### src/rtl/fetch_unit_buffered_if.sv
// ----------------------------------------------------------------------------
// fetch_unit_buffered_if
// Bundles every non-clock signal of the buffered fetch unit: redirect input,
// ITLB lookup, instruction-cache lookup, refill req/ack to the memory arbiter,
// sticky ITLB-fault report and the fetch-queue head presented to decode.
//   master : the fetch unit's view (drives the *_o signals)
//   slave  : the surrounding core/memory view (drives the *_i signals)
// ----------------------------------------------------------------------------
interface fetch_unit_buffered_if #(
   parameter int PHYS_W   = 20,
   parameter int FQ_DEPTH = 4
);
   localparam int CNT_W = $clog2(FQ_DEPTH + 1);

   logic              redirect_i;
   logic [31:0]       redirect_pc_i;
   logic [31:0]       tlb_vaddr_o;
   logic [PHYS_W-1:0] tlb_paddr_i;
   logic              tlb_ready_i;
   logic              tlb_miss_i;
   logic [PHYS_W-1:0] icache_addr_o;
   logic              icache_hit_i;
   logic [31:0]       icache_data_i;
   logic              mem_req_o;
   logic [PHYS_W-1:0] mem_addr_o;
   logic              mem_ack_i;
   logic              itlb_fault_o;
   logic [31:0]       fault_pc_o;
   logic              inst_valid_o;
   logic [31:0]       inst_o;
   logic [31:0]       inst_pc_o;
   logic              inst_ready_i;
   logic [CNT_W-1:0]  fq_count_o;

   modport master (
      input  redirect_i, redirect_pc_i, tlb_paddr_i, tlb_ready_i, tlb_miss_i,
             icache_hit_i, icache_data_i, mem_ack_i, inst_ready_i,
      output tlb_vaddr_o, icache_addr_o, mem_req_o, mem_addr_o, itlb_fault_o,
             fault_pc_o, inst_valid_o, inst_o, inst_pc_o, fq_count_o
   );

   modport slave (
      output redirect_i, redirect_pc_i, tlb_paddr_i, tlb_ready_i, tlb_miss_i,
             icache_hit_i, icache_data_i, mem_ack_i, inst_ready_i,
      input  tlb_vaddr_o, icache_addr_o, mem_req_o, mem_addr_o, itlb_fault_o,
             fault_pc_o, inst_valid_o, inst_o, inst_pc_o, fq_count_o
   );
endinterface

### src/rtl/fetch_unit_buffered.sv
// ----------------------------------------------------------------------------
// fetch_unit_buffered
// Instruction-fetch front end. Holds the PC, looks it up through the ITLB and
// instruction cache, sequences line refills over a req/ack handshake, and
// buffers fetched {pc, instruction} pairs in a small FIFO feeding decode.
// Supports redirect/flush (also while a refill is outstanding), a sticky ITLB
// fault report and decode backpressure.
// Ports:
//   clock, reset : rising-edge clock, asynchronous active-high reset
//   bus (master) : redirect, ITLB, icache, refill req/ack, fault report,
//                  fetch-queue head and occupancy (see fetch_unit_buffered_if)
// ----------------------------------------------------------------------------
module fetch_unit_buffered #(
   parameter int          PHYS_W     = 20,
   parameter int          FQ_DEPTH   = 4,
   parameter int          LINE_BYTES = 16,
   parameter logic [31:0] RESET_PC   = 32'h1000
) (
   input logic                   clock,
   input logic                   reset,
   fetch_unit_buffered_if.master bus
);
   localparam int                PTR_W     = $clog2(FQ_DEPTH);
   localparam int                CNT_W     = $clog2(FQ_DEPTH + 1);
   localparam logic [CNT_W-1:0]  DEPTH_C   = CNT_W'(FQ_DEPTH);
   localparam logic [PHYS_W-1:0] LINE_MASK = ~(PHYS_W'(LINE_BYTES - 1));

   typedef enum logic [1:0] {ST_RUN, ST_REFILL, ST_DRAIN, ST_FAULT} state_t;

   state_t            state_q, state_d;
   logic [31:0]       pc_q, pc_d;
   logic              mem_req_q, mem_req_d;
   logic [PHYS_W-1:0] mem_addr_q, mem_addr_d;
   logic              fault_q, fault_d;
   logic [31:0]       fault_pc_q, fault_pc_d;
   logic [PTR_W-1:0]  wr_ptr_q, wr_ptr_d;
   logic [PTR_W-1:0]  rd_ptr_q, rd_ptr_d;
   logic [CNT_W-1:0]  count_q, count_d;
   logic              inst_valid_q, inst_valid_d;
   logic [31:0]       inst_q, inst_d;
   logic [31:0]       inst_pc_q, inst_pc_d;
   logic [31:0]       fq_inst_q [FQ_DEPTH];
   logic [31:0]       fq_pc_q   [FQ_DEPTH];
   logic              push, pop, space;

   // Control FSM: lookup decisions, refill sequencing, fault and redirect.
   always_comb begin : ctrl_comb
      state_d    = state_q;
      pc_d       = pc_q;
      mem_req_d  = mem_req_q;
      mem_addr_d = mem_addr_q;
      fault_d    = fault_q;
      fault_pc_d = fault_pc_q;
      push       = 1'b0;
      pop        = inst_valid_q & bus.inst_ready_i;
      space      = (count_q < DEPTH_C) | pop;

      case (state_q)
         ST_RUN: begin
            // A full queue with no pop suppresses the whole lookup, including
            // fault and refill decisions, so the PC simply holds.
            if (space && bus.tlb_ready_i) begin
               if (bus.tlb_miss_i) begin
                  state_d    = ST_FAULT;
                  fault_d    = 1'b1;
                  fault_pc_d = pc_q;
               end else if (bus.icache_hit_i) begin
                  push = 1'b1;
                  pc_d = pc_q + 32'd4;
               end else begin
                  state_d    = ST_REFILL;
                  mem_addr_d = bus.tlb_paddr_i & LINE_MASK;
                  mem_req_d  = 1'b1;
               end
            end
         end
         ST_REFILL, ST_DRAIN: begin
            if (bus.mem_ack_i) begin
               mem_req_d = 1'b0;
               state_d   = ST_RUN;
            end
         end
         default: begin
         end
      endcase

      // Redirect wins over everything. An outstanding request is never
      // withdrawn: without an ack in this cycle we park in DRAIN (this also
      // covers a second redirect arriving while already draining).
      if (bus.redirect_i) begin
         push       = 1'b0;
         pop        = 1'b0;
         pc_d       = bus.redirect_pc_i;
         fault_d    = 1'b0;
         fault_pc_d = fault_pc_q;
         mem_addr_d = mem_addr_q;
         if ((state_q == ST_REFILL || state_q == ST_DRAIN) && !bus.mem_ack_i) begin
            state_d   = ST_DRAIN;
            mem_req_d = 1'b1;
         end else begin
            state_d   = ST_RUN;
            mem_req_d = 1'b0;
         end
      end
   end

   // Fetch queue pointers/occupancy and the registered head entry.
   always_comb begin : fifo_comb
      wr_ptr_d     = wr_ptr_q;
      rd_ptr_d     = rd_ptr_q;
      count_d      = count_q;
      inst_valid_d = inst_valid_q;
      inst_d       = inst_q;
      inst_pc_d    = inst_pc_q;
      if (bus.redirect_i) begin
         wr_ptr_d     = '0;
         rd_ptr_d     = '0;
         count_d      = '0;
         inst_valid_d = 1'b0;
      end else begin
         wr_ptr_d     = wr_ptr_q + PTR_W'(push);
         rd_ptr_d     = rd_ptr_q + PTR_W'(pop);
         count_d      = count_q + CNT_W'(push) - CNT_W'(pop);
         inst_valid_d = (count_d != '0);
         // When the queue would otherwise be empty the new head is the entry
         // being written this cycle, so bypass it instead of reading storage.
         if ((count_q - CNT_W'(pop)) == '0) begin
            if (push) begin
               inst_d    = bus.icache_data_i;
               inst_pc_d = pc_q;
            end
         end else begin
            inst_d    = fq_inst_q[rd_ptr_d];
            inst_pc_d = fq_pc_q[rd_ptr_d];
         end
      end
   end

   always_ff @(posedge clock or posedge reset) begin
      if (reset) begin
         state_q      <= ST_RUN;
         pc_q         <= RESET_PC;
         mem_req_q    <= 1'b0;
         mem_addr_q   <= '0;
         fault_q      <= 1'b0;
         fault_pc_q   <= '0;
         wr_ptr_q     <= '0;
         rd_ptr_q     <= '0;
         count_q      <= '0;
         inst_valid_q <= 1'b0;
      end else begin
         state_q      <= state_d;
         pc_q         <= pc_d;
         mem_req_q    <= mem_req_d;
         mem_addr_q   <= mem_addr_d;
         fault_q      <= fault_d;
         fault_pc_q   <= fault_pc_d;
         wr_ptr_q     <= wr_ptr_d;
         rd_ptr_q     <= rd_ptr_d;
         count_q      <= count_d;
         inst_valid_q <= inst_valid_d;
      end
   end

   // Queue storage and head data carry no reset; inst_valid_o qualifies them.
   always_ff @(posedge clock) begin
      if (push) begin
         fq_inst_q[wr_ptr_q] <= bus.icache_data_i;
         fq_pc_q[wr_ptr_q]   <= pc_q;
      end
      inst_q    <= inst_d;
      inst_pc_q <= inst_pc_d;
   end

   assign bus.tlb_vaddr_o   = pc_q;
   assign bus.icache_addr_o = bus.tlb_paddr_i;
   assign bus.mem_req_o     = mem_req_q;
   assign bus.mem_addr_o    = mem_addr_q;
   assign bus.itlb_fault_o  = fault_q;
   assign bus.fault_pc_o    = fault_pc_q;
   assign bus.inst_valid_o  = inst_valid_q;
   assign bus.inst_o        = inst_q;
   assign bus.inst_pc_o     = inst_pc_q;
   assign bus.fq_count_o    = count_q;
endmodule

### src/flat_wrapper.sv
// flat-port wrapper written by rule: the top's interface ports become plain ports
module fetch_unit_buffered_flat 
#(
   parameter int          PHYS_W     = 20,
   parameter int          FQ_DEPTH   = 4,
   parameter int          LINE_BYTES = 16,
   parameter logic [31:0] RESET_PC   = 32'h1000
)
  (clock, reset, bus_redirect_i, bus_redirect_pc_i, bus_tlb_paddr_i, bus_tlb_ready_i, bus_tlb_miss_i, bus_icache_hit_i, bus_icache_data_i, bus_mem_ack_i, bus_inst_ready_i, bus_tlb_vaddr_o, bus_icache_addr_o, bus_mem_req_o, bus_mem_addr_o, bus_itlb_fault_o, bus_fault_pc_o, bus_inst_valid_o, bus_inst_o, bus_inst_pc_o, bus_fq_count_o);
  fetch_unit_buffered_if #(.PHYS_W(PHYS_W), .FQ_DEPTH(FQ_DEPTH)) bus_i ();
  input logic clock;
  input logic reset;
  input wire logic [$bits(bus_i.redirect_i)-1:0] bus_redirect_i;
  input wire logic [$bits(bus_i.redirect_pc_i)-1:0] bus_redirect_pc_i;
  input wire logic [$bits(bus_i.tlb_paddr_i)-1:0] bus_tlb_paddr_i;
  input wire logic [$bits(bus_i.tlb_ready_i)-1:0] bus_tlb_ready_i;
  input wire logic [$bits(bus_i.tlb_miss_i)-1:0] bus_tlb_miss_i;
  input wire logic [$bits(bus_i.icache_hit_i)-1:0] bus_icache_hit_i;
  input wire logic [$bits(bus_i.icache_data_i)-1:0] bus_icache_data_i;
  input wire logic [$bits(bus_i.mem_ack_i)-1:0] bus_mem_ack_i;
  input wire logic [$bits(bus_i.inst_ready_i)-1:0] bus_inst_ready_i;
  output wire logic [$bits(bus_i.tlb_vaddr_o)-1:0] bus_tlb_vaddr_o;
  output wire logic [$bits(bus_i.icache_addr_o)-1:0] bus_icache_addr_o;
  output wire logic [$bits(bus_i.mem_req_o)-1:0] bus_mem_req_o;
  output wire logic [$bits(bus_i.mem_addr_o)-1:0] bus_mem_addr_o;
  output wire logic [$bits(bus_i.itlb_fault_o)-1:0] bus_itlb_fault_o;
  output wire logic [$bits(bus_i.fault_pc_o)-1:0] bus_fault_pc_o;
  output wire logic [$bits(bus_i.inst_valid_o)-1:0] bus_inst_valid_o;
  output wire logic [$bits(bus_i.inst_o)-1:0] bus_inst_o;
  output wire logic [$bits(bus_i.inst_pc_o)-1:0] bus_inst_pc_o;
  output wire logic [$bits(bus_i.fq_count_o)-1:0] bus_fq_count_o;
  assign bus_i.redirect_i = bus_redirect_i;
  assign bus_i.redirect_pc_i = bus_redirect_pc_i;
  assign bus_i.tlb_paddr_i = bus_tlb_paddr_i;
  assign bus_i.tlb_ready_i = bus_tlb_ready_i;
  assign bus_i.tlb_miss_i = bus_tlb_miss_i;
  assign bus_i.icache_hit_i = bus_icache_hit_i;
  assign bus_i.icache_data_i = bus_icache_data_i;
  assign bus_i.mem_ack_i = bus_mem_ack_i;
  assign bus_i.inst_ready_i = bus_inst_ready_i;
  assign bus_tlb_vaddr_o = bus_i.tlb_vaddr_o;
  assign bus_icache_addr_o = bus_i.icache_addr_o;
  assign bus_mem_req_o = bus_i.mem_req_o;
  assign bus_mem_addr_o = bus_i.mem_addr_o;
  assign bus_itlb_fault_o = bus_i.itlb_fault_o;
  assign bus_fault_pc_o = bus_i.fault_pc_o;
  assign bus_inst_valid_o = bus_i.inst_valid_o;
  assign bus_inst_o = bus_i.inst_o;
  assign bus_inst_pc_o = bus_i.inst_pc_o;
  assign bus_fq_count_o = bus_i.fq_count_o;
  fetch_unit_buffered #(.PHYS_W(PHYS_W), .FQ_DEPTH(FQ_DEPTH), .LINE_BYTES(LINE_BYTES), .RESET_PC(RESET_PC)) u_core (.clock(clock), .reset(reset), .bus(bus_i));
endmodule
### config.mk
export PLATFORM = sky130hd
export DESIGN_NAME = fetch_unit_buffered_flat
export DESIGN_NICKNAME = d
export VERILOG_FILES = /design/src/rtl/fetch_unit_buffered_if.sv /design/src/rtl/fetch_unit_buffered.sv /design/src/flat_wrapper.sv
export SDC_FILE = /design/constraint.sdc
export NUM_CORES = 1
export LEC_CHECK = 0
export BUFFER_PORTS_ARGS = -buffer_cell sky130_fd_sc_hd__buf_4
export CAP_MARGIN = 25
export CELL_PAD_IN_SITES_DETAIL_PLACEMENT = 1
export CELL_PAD_IN_SITES_GLOBAL_PLACEMENT = 2
export CORE_ASPECT_RATIO = 1.4
export CORE_MARGIN = 10
export CORE_UTILIZATION = 45
export CTS_CLUSTER_DIAMETER = 80
export DETAILED_ROUTE_END_ITERATION = 10
export PLACE_DENSITY_LB_ADDON = 0.2
export SYNTH_ARGS = -nofsm -noshare
export SYNTH_HDL_FRONTEND = slang
export SYNTH_SLANG_ARGS = --single-unit
### constraint.sdc
create_clock -name clock -period 10.2 [get_ports clock]
set_input_delay 2.04 -clock clock [delete_from_list [all_inputs] [get_ports clock]]
set_output_delay 2.04 -clock clock [all_outputs]
set_load 0.05 [all_outputs]
==> impl_metrics.env, run 1 <==
export IMPL_r2r_start="u_core.state_q[1]"
export IMPL_worst_setup_path_end_kind="flop"
export IMPL_drcViolationCount=0
export IMPL_dp_slack_ns=4.36
export IMPL_drt_iter0_drc=542
export IMPL_leakage_nw=7.27
export IMPL_clkTransAtPathRegs_ns=0.06
export IMPL_hpwlAfterDp_um=26400
export IMPL_avgViaCountPerCell=5.60
export IMPL_fp_dieW_um=182
export IMPL_syn_inst=904
export IMPL_crit_slowest_cell="buf_4"
export IMPL_min_path_type="flop to flop"
export IMPL_grt_pass1_wl_um=63300
export IMPL_place_congestion=0.770
export IMPL_min_path_cells=1
export IMPL_path_max_fanout=64
export IMPL_path_cells="buf_4 -> inv_2 -> and3_1 -> ha_1 -> xor2_1 -> or3_4 -> buf_4 -> buf_16 -> nor2_1 -> nor2_4 -> buf_4"
export IMPL_peakVddDrop_uv=173
export IMPL_total_power_mw=5.47
export IMPL_die_h_um=246
export IMPL_clock_latency_ns=0.54
export IMPL_path_class="primary input to flop"
export IMPL_cts_made_buffers=41
export IMPL_cts_max_path_buffers=3
export IMPL_p_sw_share_pct=34.7
export IMPL_rsz0062_at_grt="no"
export IMPL_finalHoldViolCount=0
export IMPL_min_period_over_period_pct=49.2
export IMPL_finalMaxSlewViolations=0
export IMPL_htreeDepth=2
export IMPL_io_buffers=253
export IMPL_reg2regPathDepth=7
export IMPL_yosysWarningCount=0
export IMPL_initial_core_util_pct=45.8
export IMPL_slowest_delay_ns=0.77
export IMPL_synth_area_um2=16500
export IMPL_ctsResizeCount=0
export IMPL_root_buffer="clkbuf_16"
export IMPL_area_delta_synth_final_pct=22.3
export IMPL_drive_gt1_share_pct=43.8
export IMPL_final_cell_mix="edfxtp_1 (320), buf_4 (265), mux2_2 (107), dfrtp_1 (91), mux4_2 (64)"
export IMPL_cts_setup_buffers=0
export IMPL_setup_ws_ns=5.18
export IMPL_cp_arrival_ns=5.18
export IMPL_worstMarginPinSlew_ns=1.05
export IMPL_synthTopCellsByArea="edfxtp_1 (58%), dfrtp_1 (14%), mux4_2 (8.7%)"
export IMPL_slew_headroom_pct=29.6
export IMPL_worstReg2RegEnd="u_core.fq_inst_q[2][7]"
export IMPL_antenna_left=0
export IMPL_die_area_um2=44800
export IMPL_status="complete, no violations"
export IMPL_vias=9210
export IMPL_numClockSinks=412
export IMPL_drt_wl_total_um=41300
export IMPL_route_met3_wl_um=3080
export IMPL_final_common_cell="edfxtp_1"
export IMPL_fin_nets=1251
export IMPL_clkPwrFrac_pct=27.1
export IMPL_p_per_area_nw_per_um2=271
export IMPL_io_pins=266
export IMPL_min_to="u_core.bus.fault_pc_o[17]"
export IMPL_crit_required_ns=10.36
export IMPL_routedWlPerCell_um=25.1
export IMPL_syn_area_per_cell_um2=18.2
export IMPL_ys_async_sr_fraction_pct=22.3
export IMPL_combPwrFrac_pct=32.0
export IMPL_grt_ovfl_total=0
export IMPL_synth_cell_type_count=57
export IMPL_internal_power_mw=3.57
export IMPL_met1Wirelength_um=16500
export IMPL_ys_flop_type="edfxtp_1"
export IMPL_grt_antenna_before_repair=0
export IMPL_utilization_pct=56.0
export IMPL_yosys_area_top_type="edfxtp_1"
export IMPL_final_cells=1645
export IMPL_rrSetupSlack_ns=6.48
export IMPL_grt_pass1_vias=10407
export IMPL_top_layer_used="met4"
export IMPL_synth_edff_count=320
export IMPL_tns_ns=0
export IMPL_grt_max_degree=73
export IMPL_hp_start="u_core.bus.fault_pc_o[17]"
export IMPL_final_min_clock_period_ns=5.02
export IMPL_core_area_um2=36000
export IMPL_setup_violations=0
export IMPL_dpl_cell_count=1569
export IMPL_wl_met2_um=21100
export IMPL_drt_pass1_iter_count=4
export IMPL_diodes=0
export IMPL_crit_path_frequent_cell="buf_4"
export IMPL_synth_top_area_share_pct=58.3
export IMPL_crit_path_start_kind="primary input"
export IMPL_switchingPower_mw=1.90
export IMPL_yosysSeqAreaShare_pct=72.3
export IMPL_max_freq_mhz=199
export IMPL_ys_ff_latch=412
export IMPL_rows=82
export IMPL_seqPwrFrac_pct=40.9
export IMPL_drv_cap=0
export IMPL_cts_tree="done"
export IMPL_finalClockSkew_ns=0.0128
export IMPL_grt_usage_pct=18.2
export IMPL_cts_hold_repair_buffers=0
## worst max-delay path, delay by kind of cell
| family | cells | cell delay, ns |
|---|---|---|
| xor+xnor | 1 | 0.15 |
| fa+ha+maj | 1 | 0.19 |
| buf+inv | 5 | 2.03 |
| simple gates | 4 | 0.67 |
## registers in the layout, summed over array words and instances, names as in the netlist
signal,flops
u_core.wr_ptr_q,2
u_core.bus.inst_valid_o,1
u_core.bus.mem_addr_o,16
u_core.bus.inst_pc_o,32
u_core.rd_ptr_q,2
u_core.bus.tlb_vaddr_o,32
u_core.bus.itlb_fault_o,1
u_core.bus.fault_pc_o,32
u_core.bus.fq_count_o,3
u_core.fq_inst_q,128
u_core.fq_pc_q,128
u_core.bus.inst_o,32
u_core.bus.mem_req_o,1
u_core.state_q,2
## through the flow
stage          hold WS [ns]  instance area [µm²]
2_1_floorplan         0.488                16500
3_3_place_gp          0.489                18800
3_5_place_dp          0.497                18800
4_1_cts               0.511                20100
5_1_grt               0.524                20200
6_report              0.504                20200
## cell type report
type	count	area [µm²]
tap	462	578
clock inverter	16	160
multi-input combinational	412	4220
timing repair buffer	268	2060
sequential	412	11900
clock buffer	59	1160
fill	3264	15900
inverter	16	62.6
## cells in the mapped netlist, drive strengths merged (2+ instances only)
cell and n:
edfxtp 320, mux2 107, dfrtp 91, mux4 64, buf 45, nand2 34, nor2 29, clkbuf 22
nand3 21, o21ai 19, a31oi 18, inv 16, or4 16, nand4 9, o31ai 8, xnor2 8
ha 7, o211ai 6, nor2b 5, nor3 5, nor4 5, or3 5, o41ai 4, or2 4
xor2 4, and3 3, nand4b 3, a21oi 2, and2 2, and4 2, nor4b 2
## routing by layer
layer	global-route usage, %	up-vias
met5	0	-
met4	4.36	0
met3	5.40	42
met2	31.3	283
met1	22.1	4827
li1	-	4058
## worst max-delay path by stage
stage | startpoint | to | depth (start not counted)
after floorplan | bus_inst_ready_i | u_core.fq_inst_q[0][0] | 4
after global placement | bus_redirect_i | u_core.bus.inst_pc_o[26] | 10
after detailed placement | bus_redirect_i | u_core.bus.inst_pc_o[26] | 10
after CTS | bus_redirect_i | u_core.bus.inst_o[6] | 10
after global routing | bus_redirect_i | u_core.bus.inst_pc_o[30] | 11
final | bus_redirect_i | u_core.bus.inst_o[6] | 11
## logic make-up after synthesis
family                   share of synthesized area, %
multiplexers                                     16.1
other                                          0.0228
XOR/XNOR                                        0.638
AND/OR/NAND/NOR                                  4.96
flip-flops                                       72.3
AO/OA/AOI/OAI                                    2.70
buffers and inverters                            2.60
adder cells (fa/ha/maj)                         0.653
## power groups by stage
stage	sequential (mW)	combinational (mW)	clock [mW]
2_1_floorplan	2.88	0.578	0
3_3_place_gp	2.26	1.74	0
3_5_place_dp	2.27	1.76	0
4_1_cts	2.24	1.76	1.52
5_1_grt	2.26	1.85	1.59
6_report	2.24	1.75	1.48
No activity file was read; power rests on OpenSTA's default activity.
==> run 2: changes to the inputs <==
ABC_AREA = 1   (was unset)
CORE_UTILIZATION = 33   (was 45)
clock period = 4.57 ns   (was 10.2 ns; I/O delays follow)
==> run 2 against run 1 <==
Synthesized cell count grew 74%. Power grew 130%. Final cell count grew 51%. Global-route usage is essentially flat. Sequential share of layout area shrank 2.8 points.
==> impl_metrics.env, run 2 <==
export IMPL_synth_cell_type_count=38
export IMPL_slew_headroom_pct=33.8
export IMPL_min_to="u_core.bus.mem_addr_o[15]"
export IMPL_ys_async_sr_fraction_pct=22.3
export IMPL_synth_top_cells_by_count="nand2_1 (555), edfxtp_1 (320), nand3_1 (250)"
export IMPL_finalClockSkew_ns=0.0103
export IMPL_cts_made_buffers=44
export IMPL_status="complete, no violations"
export IMPL_rsz0062_at_grt="no"
export IMPL_htreeDepth=2
export IMPL_root_buffer="clkbuf_16"
export IMPL_finalMaxSlewViolations=0
export IMPL_crit_required_ns=4.98
export IMPL_die_h_um=291
export IMPL_min_path_cells=2
export IMPL_min_period_over_period_pct=63.9
export IMPL_crit_slowest_cell="inv_4"
export IMPL_leakage_nw=8.51
export IMPL_avgViaCountPerCell=4.99
export IMPL_whs_ns=0.474
export IMPL_slowest_delay_ns=0.64
export IMPL_fin_nets=1899
export IMPL_syn_inst=1573
export IMPL_worstMarginPinSlew_ns=0.993
export IMPL_cts_setup_buffers=0
export IMPL_drt_pass1_iter_count=4
export IMPL_syn_area_per_cell_um2=11.0
export IMPL_yosys_area_top_type="edfxtp_1"
export IMPL_grt_antenna_before_repair=2
export IMPL_dpl_instance_area_um2=19700
export IMPL_seq_area_um2=11900
export IMPL_routedWlPerCell_um=22.7
export IMPL_yosysSeqAreaShare_pct=69.0
export IMPL_r2r_start="u_core.bus.inst_valid_o"
export IMPL_min_path_type="flop to flop"
export IMPL_hpwlAfterDp_um=36900
export IMPL_ys_flop_type="edfxtp_1"
export IMPL_die_area_um2=62000
export IMPL_setup_violations=0
export IMPL_total_power_mw=12.8
export IMPL_io_pins=266
export IMPL_p_per_area_nw_per_um2=607
export IMPL_grt_max_degree=97
export IMPL_rrSetupSlack_ns=1.76
export IMPL_path_class="primary input to flop"
export IMPL_place_congestion=0.780
export IMPL_core_area_um2=51900
export IMPL_cts_max_path_buffers=3
export IMPL_vias=12424
export IMPL_antenna_left=0
export IMPL_top_regs="u_core.fq_inst_q x128, u_core.fq_pc_q x128"
export IMPL_worst_setup_path_end_kind="flop"
export IMPL_dpl_cell_count=2409
export IMPL_setup_ws_ns=1.65
export IMPL_final_area_um2=21200
export IMPL_dp_slack_ns=1.03
export IMPL_drv_cap=0
export IMPL_tns_ns=0
export IMPL_peakVddDrop_uv=339
export IMPL_area_delta_synth_final_pct=22.5
export IMPL_yosysMostFrequentCell="nand2_1"
export IMPL_drt_iter0_drc=587
export IMPL_io_buffers=253
export IMPL_final_cell_mix="nand2_1 (555), edfxtp_1 (320), buf_4 (269), nand3_1 (250), dfrtp_1 (91)"
export IMPL_final_cells=2489
export IMPL_grt_usage_pct=18.2
export IMPL_hp_start="u_core.bus.mem_addr_o[15]"
export IMPL_grt_ovfl_total=0
export IMPL_drt_wl_total_um=56600
export IMPL_cts_hold_repair_buffers=0
export IMPL_synthTopCellsByArea="edfxtp_1 (56%), dfrtp_1 (13%), nand2_1 (12%)"
export IMPL_path_max_fanout=65
export IMPL_crit_path_start_kind="primary input"
export IMPL_clock_latency_ns=0.57
export IMPL_final_common_cell="nand2_1"
export IMPL_yosysWarningCount=0
export IMPL_finalHoldViolCount=0
export IMPL_max_freq_mhz=343
export IMPL_rows=99
export IMPL_path_cells="buf_4 -> nor2_1 -> ha_4 -> inv_4 -> buf_4 -> nand2_1 -> nand3_1 -> nand3_1 -> o21ai_0"
export IMPL_drcViolationCount=0
export IMPL_initial_core_util_pct=33.3
export IMPL_drive_gt1_share_pct=21.5
export IMPL_grt_pass1_wl_um=85600
export IMPL_synth_edff_count=320
export IMPL_utilization_pct=40.8
export IMPL_final_min_clock_period_ns=2.92
export IMPL_numClockSinks=412
export IMPL_synth_top_area_share_pct=55.7
export IMPL_cp_arrival_ns=3.33
export IMPL_nFillCells=5709
export IMPL_clkTransAtPathRegs_ns=0.06
export IMPL_grt_pass1_vias=13507
export IMPL_reg2regPathDepth=9
export IMPL_synth_area_um2=17300
export IMPL_worstReg2RegEnd="u_core.bus.inst_pc_o[0]"
export IMPL_ys_ff_latch=412
export IMPL_multi_input_area_um2=4640
export IMPL_fp_dieW_um=213
export IMPL_cts_tree="done"
export IMPL_ctsResizeCount=0
[run 2: cell families after synthesis]
family | share of synthesized area (%)
AOI/OAI and AO/OA | 3.26
xor gates and xnor gates | 0.609
adders and majority gates | 0.623
buffers and inverters | 4.55
DFF | 69.0
other | 0.0217
and+or+nand+nor | 21.9
[run 2: power breakdown]
group          switching [mW]  leakage, nW  internal (mW)
clock network            1.50        0.680           2.06
logic                    3.12         3.77           1.11
registers               0.354         4.06           4.69
[run 2: worst max path at each step]
stage | startpoint | end | cells after the start
global placement | bus_redirect_i | u_core.bus.inst_pc_o[0] | 9
global route | bus_redirect_i | u_core.bus.inst_pc_o[1] | 9
CTS | bus_redirect_i | u_core.bus.inst_pc_o[1] | 9
finish | bus_redirect_i | u_core.bus.inst_pc_o[0] | 9
detailed placement | bus_redirect_i | u_core.bus.inst_o[27] | 9
floorplan | bus_redirect_i | u_core.fq_inst_q[0][0] | 8
[run 2: cell type report]
cell class	instances	share of cell area, %
antenna	1	0.0118
clock buffer	57	5.63
clock inverter	22	1.02
inverter	59	1.08
multi-input combinational	1007	21.9
sequential	412	56.3
tap	656	3.88
timing repair buffer	275	10.1
[run 2: metal layers]
metal | GRT usage, % | share of wire (%)
met4 | 5.32 | 2.4
met3 | 4.79 | 6.3
met1 | 20.9 | 40
met5 | 0 | 0.025
met2 | 32.3 | 52
[run 2: worst max-delay path: cells and delay by family]
kind / cells / cell delay, ns
buffers and inverters: 3 / 1.32
AO/OA/AOI/OAI: 1 / 0.09
adder cells (fa/ha/maj): 1 / 0.38
AND/OR/NAND/NOR: 4 / 0.56
